<file path="config.mk">
export PLATFORM = sky130hd
export DESIGN_NAME = laser_lanes_obstacle
export DESIGN_NICKNAME = d
export VERILOG_FILES = /design/src/rtl/laser_lanes_obstacle.sv
export SDC_FILE = /design/constraint.sdc
export NUM_CORES = 1
export LEC_CHECK = 0
export CAP_MARGIN = 20
export CORE_MARGIN = 2
export CORE_UTILIZATION = 40
export DETAILED_ROUTE_END_ITERATION = 8
export GPL_ROUTABILITY_DRIVEN = 0
export HOLD_SLACK_MARGIN = 0.08
export PLACE_DENSITY = 0.61
export SLEW_MARGIN = 25
export SYNTH_ARGS = -nofsm -noshare
export SYNTH_HDL_FRONTEND = slang
export SYNTH_SLANG_ARGS = --single-unit
</file>
<file path="constraint.sdc">
create_clock -name clk -period 5.4 [get_ports clk]
set_input_delay 1.08 -clock clk [delete_from_list [all_inputs] [get_ports clk]]
set_output_delay 1.08 -clock clk [all_outputs]
set_load 0.1 [all_outputs]
</file>
<file path="src/rtl/laser_lanes_obstacle.sv">
// Lane laser obstacle: each shot warns, grows and fires, then moves to the next lane.
// Build option: define LASER_LFSR_ORDER_EN to pick lanes with an 8-bit LFSR instead of ping-pong.
module laser_lanes_obstacle #(
  parameter int          N_LANES      = 3,
  parameter int          ORIENT       = 0,
  parameter int          FIRST_CENTER = 367,
  parameter int          LANE_PITCH   = 100,
  parameter int          SPAN_START   = 361,
  parameter int          SPAN_END     = 661,
  parameter int          MAX_HALF     = 30,
  parameter int          HOLD_CYCLES  = 32000000,
  parameter int          GROW_CYCLES  = 3200000,
  parameter int          FIRE_CYCLES  = 32000000,
  parameter int          N_SHOTS      = 16,
  parameter logic [3:0]  SEL_CODE     = 4'b0010,
  parameter logic [11:0] WARN_RGB     = 12'h844,
  parameter logic [11:0] ACTIVE_RGB   = 12'hfff
) (
  input  logic        clk,
  input  logic        rst,
  input  logic [11:0] hcount_in,
  input  logic [11:0] vcount_in,
  input  logic [11:0] rgb_in,
  input  logic        menu_on,
  input  logic        play_selected,
  input  logic [3:0]  selected,
  input  logic        done_in,
  output logic [11:0] rgb_out,
  output logic [11:0] obstacle_x,
  output logic [11:0] obstacle_y,
  output logic        working,
  output logic        done,
  output logic [2:0]  lane_idx
);
  localparam logic [31:0] HOLD_LAST = 32'(HOLD_CYCLES - 1);
  localparam logic [31:0] GROW_LAST = 32'(GROW_CYCLES - 1);
  localparam logic [31:0] FIRE_LAST = 32'(FIRE_CYCLES - 1);
  localparam logic [11:0] HALF_FULL = 12'(MAX_HALF);
  localparam logic [15:0] SHOTS     = 16'(N_SHOTS);
  localparam logic [2:0]  LAST_LANE = 3'(N_LANES - 1);
  localparam logic [11:0] SPAN_LO   = 12'(SPAN_START);
  localparam logic [11:0] SPAN_HI   = 12'(SPAN_END);

  typedef enum logic [1:0] {S_IDLE, S_WARN, S_GROW, S_FIRE} state_t;

  state_t      r_state, w_state_next;
  logic [31:0] r_timer, w_timer_next;
  logic [11:0] r_half, w_half_next;
  logic [15:0] r_shot_cnt, w_shot_next;
  logic [2:0]  r_lane, w_lane_next;
  logic        r_dir, w_dir_next;
  logic [11:0] r_rgb, w_rgb_next;
  logic [11:0] r_obs_x, w_obs_x_next;
  logic [11:0] r_obs_y, w_obs_y_next;
  logic        r_working, r_done, w_done_next;
  logic        w_start, w_abort;
  logic [2:0]  w_step_lane;
  logic        w_step_dir;
  logic [11:0] w_center, w_lo, w_cross, w_along;
  logic [12:0] w_hi;
  logic        w_in_laser;

  assign w_start = done_in && play_selected && (selected == SEL_CODE);
  assign w_abort = menu_on || !play_selected;

  generate
    if (ORIENT == 0) begin : g_horiz
      assign w_cross = vcount_in;
      assign w_along = hcount_in;
    end else begin : g_vert
      assign w_cross = hcount_in;
      assign w_along = vcount_in;
    end
  endgenerate

  // Lower bound saturates at 0; upper bound is carried in 13 bits so it never wraps.
  assign w_center   = 12'(FIRST_CENTER + int'(r_lane) * LANE_PITCH);
  assign w_lo       = (w_center >= r_half) ? (w_center - r_half) : 12'd0;
  assign w_hi       = {1'b0, w_center} + {1'b0, r_half} + 13'd1;
  assign w_in_laser = (w_cross >= w_lo) && ({1'b0, w_cross} <= w_hi) &&
                      (w_along >= SPAN_LO) && (w_along <= SPAN_HI);

`ifdef LASER_LFSR_ORDER_EN
  logic [7:0] r_lfsr, w_lfsr_adv;
  logic [2:0] w_rand_lane;
  logic       w_shot_done;

  assign w_shot_done = (r_state == S_FIRE) && (r_timer == FIRE_LAST) && !w_abort;
  assign w_lfsr_adv  = {r_lfsr[6:0], r_lfsr[7] ^ r_lfsr[5] ^ r_lfsr[4] ^ r_lfsr[3]};
  assign w_rand_lane = 3'(w_lfsr_adv % 8'(N_LANES));
  assign w_step_lane = (w_rand_lane == r_lane) ? 3'((int'(r_lane) + 1) % N_LANES) : w_rand_lane;
  assign w_step_dir  = r_dir;

  always_ff @(posedge clk or posedge rst) begin
    if (rst) begin
      r_lfsr <= 8'h01;
    end else if (w_shot_done) begin
      r_lfsr <= w_lfsr_adv;
    end
  end
`else
  // Ping-pong: r_dir = 0 walks up, 1 walks down, reversing at either end.
  always_comb begin
    w_step_lane = r_lane;
    w_step_dir  = r_dir;
    if (N_LANES <= 1) begin
      w_step_lane = 3'd0;
    end else if (!r_dir) begin
      if (r_lane == LAST_LANE) begin
        w_step_lane = r_lane - 3'd1;
        w_step_dir  = 1'b1;
      end else begin
        w_step_lane = r_lane + 3'd1;
      end
    end else begin
      if (r_lane == 3'd0) begin
        w_step_lane = 3'd1;
        w_step_dir  = 1'b0;
      end else begin
        w_step_lane = r_lane - 3'd1;
      end
    end
  end
`endif

  always_comb begin
    w_state_next = r_state;
    w_timer_next = r_timer;
    w_half_next  = r_half;
    w_shot_next  = r_shot_cnt;
    w_lane_next  = r_lane;
    w_dir_next   = r_dir;
    w_done_next  = 1'b0;
    w_rgb_next   = rgb_in;
    w_obs_x_next = 12'd0;
    w_obs_y_next = 12'd0;

    case (r_state)
      S_IDLE: begin
        if (w_start) begin
          w_state_next = S_WARN;
          w_timer_next = 32'd0;
          w_half_next  = 12'd0;
          w_shot_next  = 16'd0;
          w_lane_next  = 3'd0;
          w_dir_next   = 1'b0;
        end
      end
      S_WARN: begin
        if (r_timer == HOLD_LAST) begin
          w_state_next = S_GROW;
          w_timer_next = 32'd0;
        end else begin
          w_timer_next = r_timer + 32'd1;
        end
      end
      S_GROW: begin
        if (r_timer == GROW_LAST) begin
          w_timer_next = 32'd0;
          w_half_next  = r_half + 12'd1;
          if (w_half_next == HALF_FULL) w_state_next = S_FIRE;
        end else begin
          w_timer_next = r_timer + 32'd1;
        end
      end
      S_FIRE: begin
        if (r_timer == FIRE_LAST) begin
          w_timer_next = 32'd0;
          w_shot_next  = r_shot_cnt + 16'd1;
          if (w_shot_next == SHOTS) begin
            w_state_next = S_IDLE;
            w_done_next  = 1'b1;
          end else begin
            w_state_next = S_WARN;
            w_half_next  = 12'd0;
            w_lane_next  = w_step_lane;
            w_dir_next   = w_step_dir;
          end
        end else begin
          w_timer_next = r_timer + 32'd1;
        end
      end
      default: w_state_next = S_IDLE;
    endcase

    if ((r_state != S_IDLE) && w_abort) begin
      w_state_next = S_IDLE;
      w_done_next  = 1'b0;
    end

    if (w_in_laser) begin
      if (r_state == S_WARN) begin
        w_rgb_next = WARN_RGB;
      end else if ((r_state == S_GROW) || (r_state == S_FIRE)) begin
        w_rgb_next   = ACTIVE_RGB;
        w_obs_x_next = hcount_in;
        w_obs_y_next = vcount_in;
      end
    end
  end

  always_ff @(posedge clk or posedge rst) begin
    if (rst) begin
      r_state    <= S_IDLE;
      r_timer    <= 32'd0;
      r_half     <= 12'd0;
      r_shot_cnt <= 16'd0;
      r_lane     <= 3'd0;
      r_dir      <= 1'b0;
      r_rgb      <= 12'd0;
      r_obs_x    <= 12'd0;
      r_obs_y    <= 12'd0;
      r_working  <= 1'b0;
      r_done     <= 1'b0;
    end else begin
      r_state    <= w_state_next;
      r_timer    <= w_timer_next;
      r_half     <= w_half_next;
      r_shot_cnt <= w_shot_next;
      r_lane     <= w_lane_next;
      r_dir      <= w_dir_next;
      r_rgb      <= w_rgb_next;
      r_obs_x    <= w_obs_x_next;
      r_obs_y    <= w_obs_y_next;
      r_working  <= (w_state_next != S_IDLE);
      r_done     <= w_done_next;
    end
  end

  assign rgb_out    = r_rgb;
  assign obstacle_x = r_obs_x;
  assign obstacle_y = r_obs_y;
  assign working    = r_working;
  assign done       = r_done;
  assign lane_idx   = r_lane;
endmodule

</file>
==> results.yml <==
sta:
  finClkSkew_ns: 0.0102
  setup_viol: 0
  max_freq_mhz: 203
  final_hold_viol_count: 0
  slew_violations: 0
  min_period_ns: 4.92
  relSlewSlack: 0.320
  timing.final.crit_share: 0.911
  worstMarginPinSlew_ns: 1.02
  finalSetupTns_ns: 0
clock_network:
  htree_levels: 3
  holdBufCountCts: 0
  tritoncts: "yes"
  cts_buffers: 9
  cts.sinks: 104
  cts_setup_buffers: 0
  clkTransAtPathRegs_ns: 0.08
  clock-root-buffer: "clkbuf_16"
  clock_path_buffers: 2
  insertion_delay_ns: 0.37
floorplan:
  initial_core_util: 0.411
  rows: 48
  die_h_um: 138
  pin_count: 86
  fp.dieArea_um2: 19000
  die_x_um: 138
  design.core.area_um2: 17400
power_and_ir_drop:
  peakVddDrop_mv: 0.194
  power.total_mw: 2.87
  power_density_nw_per_um2: 337
  power.leakage_nw: 3.59
final_layout:
  multi_input_area_um2: 4250
  n_fill_cell: 1681
  n_antenna_cell: 0
  syn_to_final_growth_pct: 19.2
  finalNetCount: 989
  final_area_um2: 8520
  regArea_um2: 2610
  drive_gt1_frac: 0.0482
run:
  cap_violations: 0
logic_synthesis:
  avgSynthCellArea_um2: 8.74
  syn_area_um2: 7150
  yosysWarningCount: 0
  syn-instance-count: 818
  ys.flop_type: "dfrtp_1"
  async_flop_share: 1.00
  synth_cell_types: 69
  synth_seq_cells: 104
  synth-edff-count: 0
  ys_seq_area_frac: 0.364
setup_path:
  r2r_start: "lane_idx[1]"
  cp.required_ns: 5.63
  path_class: "register to register"
  worstPathMaxFanout: 13
  cp.arrival_ns: 5.15
  worstSetupStartpointType: "register"
  critPathLaunch: "lane_idx[1]"
  cp-end-kind: "register"
routing:
  antenna_left: 0
  vias: 6256
  wire_per_inst_um: 16.1
  routed_via_density: 5.60
  routed_wl_um: 18000
  first_iter_violations: 361
  drc: 0
  drt-pass1-iter-count: 4
global_route:
  grtUsageTotal: 0.199
  grt_pass1_vias: 5877
  grt_max_degree: 75
  grt_pass1_wl_um: 29800
  globalRouteOverflowTotal: 0
  grt_antenna_before_repair: 0
min_path:
  hp-start: "r_shot_cnt[15]"
  hp-class: "register to register"
placed_design:
  dpl.hpwl_um: 13500
  dpl_cell_area_um2: 8220
  port_buffers: 85
outcome:
  status: "complete, no violations"
## worst paths after layout
kind | to | slack, ns | cells after the start
max | rgb_out[0] | 0.48 | 22
min | r_shot_cnt[15] | 0.50 | 2
max reg2reg | rgb_out[0] | 0.48 | 22
min reg2reg | r_shot_cnt[15] | 0.50 | 2
max in group asynchronous | lane_idx[1] | 3.18 | 3
min in group asynchronous | rgb_out[6] | 1.26 | 2
## where the power goes
part | internal (mW) | switching [mW] | leakage [nW]
sequential | 0.873 | 0.158 | 1.34
clock | 0.337 | 0.325 | 0.144
combinational | 0.511 | 0.666 | 2.10
## kinds of logic (layout without fill, tap and decap cells)
group,after synthesis,count (layout),synth area share
buffers and inverters,82,156,0.0437
DFF,104,104,0.364
other,1,2,0.000524
adders and majority gates,56,56,0.100
and+or+nand+nor,324,324,0.248
xor gates and xnor gates,32,32,0.0392
muxes,8,8,0.0121
AOI/OAI and AO/OA,211,211,0.193
## repair_timing
| action | CTS | global route |
|---|---|---|
| gates resized for setup | 0 | 2 |
| hold endpoints to repair | 0 | 0 |
| setup endpoints to repair | 0 | 34 |
## metrics by stage
step           setup slack (ns)  cells  utilization  hold WS, ns
3_3_place_gp              0.385   1102        0.472        0.473
5_1_grt                 -0.0260   1118        0.489        0.549
3_5_place_dp              0.227   1102        0.472        0.480
2_1_floorplan             0.111    819            -        0.460
4_1_cts                   0.190   1118        0.489        0.499
6_report                  0.480   1118        0.489        0.498
## critical path: stages, from the launching register on
cell and delay [ns]:
dfrtp_2 0.40, inv_1 0.09, ha_1 0.28, inv_1 0.04, ha_1 0.17, ha_1 0.29, a21oi_1 0.15, xor2_1 0.28
ha_1 0.34, nand4_1 0.16, o21ai_0 0.26, o21bai_1 0.09, a21oi_1 0.13, buf_4 0.19, nor2b_1 0.15, ha_1 0.23
nand2b_1 0.14, a21o_1 0.17, a211oi_1 0.23, o41ai_1 0.11, o21ai_1 0.36, a21o_1 0.39, o22ai_1 0.14
## synth_stat cells (3+ instances only)
master | number | area, µm²
o41ai_1 | 5 | 43.8
nand3_1 | 45 | 225
o211ai_1 | 4 | 30.0
and3_1 | 13 | 81.3
o21bai_1 | 7 | 52.6
nand2b_1 | 10 | 62.6
nor3b_1 | 3 | 22.5
o31ai_1 | 24 | 180
nor3_1 | 21 | 105
a41o_1 | 4 | 40.0
o2bb2ai_1 | 3 | 26.3
a21o_1 | 11 | 82.6
a31oi_1 | 6 | 37.5
or3_1 | 6 | 37.5
and2_1 | 27 | 169
nand4_1 | 19 | 119
nand2_1 | 81 | 304
nand3b_1 | 4 | 30.0
nor2b_1 | 16 | 100
xor2_1 | 14 | 123
nor2_1 | 34 | 128
xnor2_1 | 18 | 158
dfrtp_1 | 104 | 2600
inv_1 | 47 | 176
nor4b_1 | 8 | 70.1
or4_1 | 5 | 37.5
o22ai_1 | 13 | 81.3
mux2i_1 | 6 | 60.1
nor4_1 | 8 | 50.1
o21a_1 | 3 | 22.5
a21oi_1 | 34 | 170
and4_1 | 10 | 87.6
a211oi_1 | 6 | 45.0
o21ai_0 | 72 | 360
clkbuf_1 | 30 | 113
ha_1 | 54 | 676
## flip-flops by register name (all words and copies together) (netlist names)
signal,count
r_timer,32
r_shot_cnt,16
obstacle_x,12
obstacle_y,12
r_half,12
rgb_out,12
lane_idx,3
r_state,2
done,1
r_dir,1
working,1
## cell usage in the layout, fill, tap and decap left out, drive strengths merged, types with 24 or more instances in the layout
master         instances
a21oi                 35
and2                  27
clkdlybuf4s50         85
dfrtp                104
ha                    54
inv                   50
nand2                 81
nand3                 47
nor2                  34
o21ai                 73
o31ai                 24
## layout make-up
class,count,area share
clock buffer,10,0.0280
clock inverter,6,0.00719
inverter,48,0.0214
multi-input combinational,633,0.499
sequential,104,0.306
tap,225,0.0330
timing repair buffer,92,0.106
## metal layers
layer  global-route usage  wire length [µm]  up-vias
li1                     -                 -     3126
met1                0.277              8710     2978
met4               0.0590               279        0
met3               0.0294               699       18
met2                0.322              8330      134
met5                    0                 0        -
(Power assumes the default switching activity.)
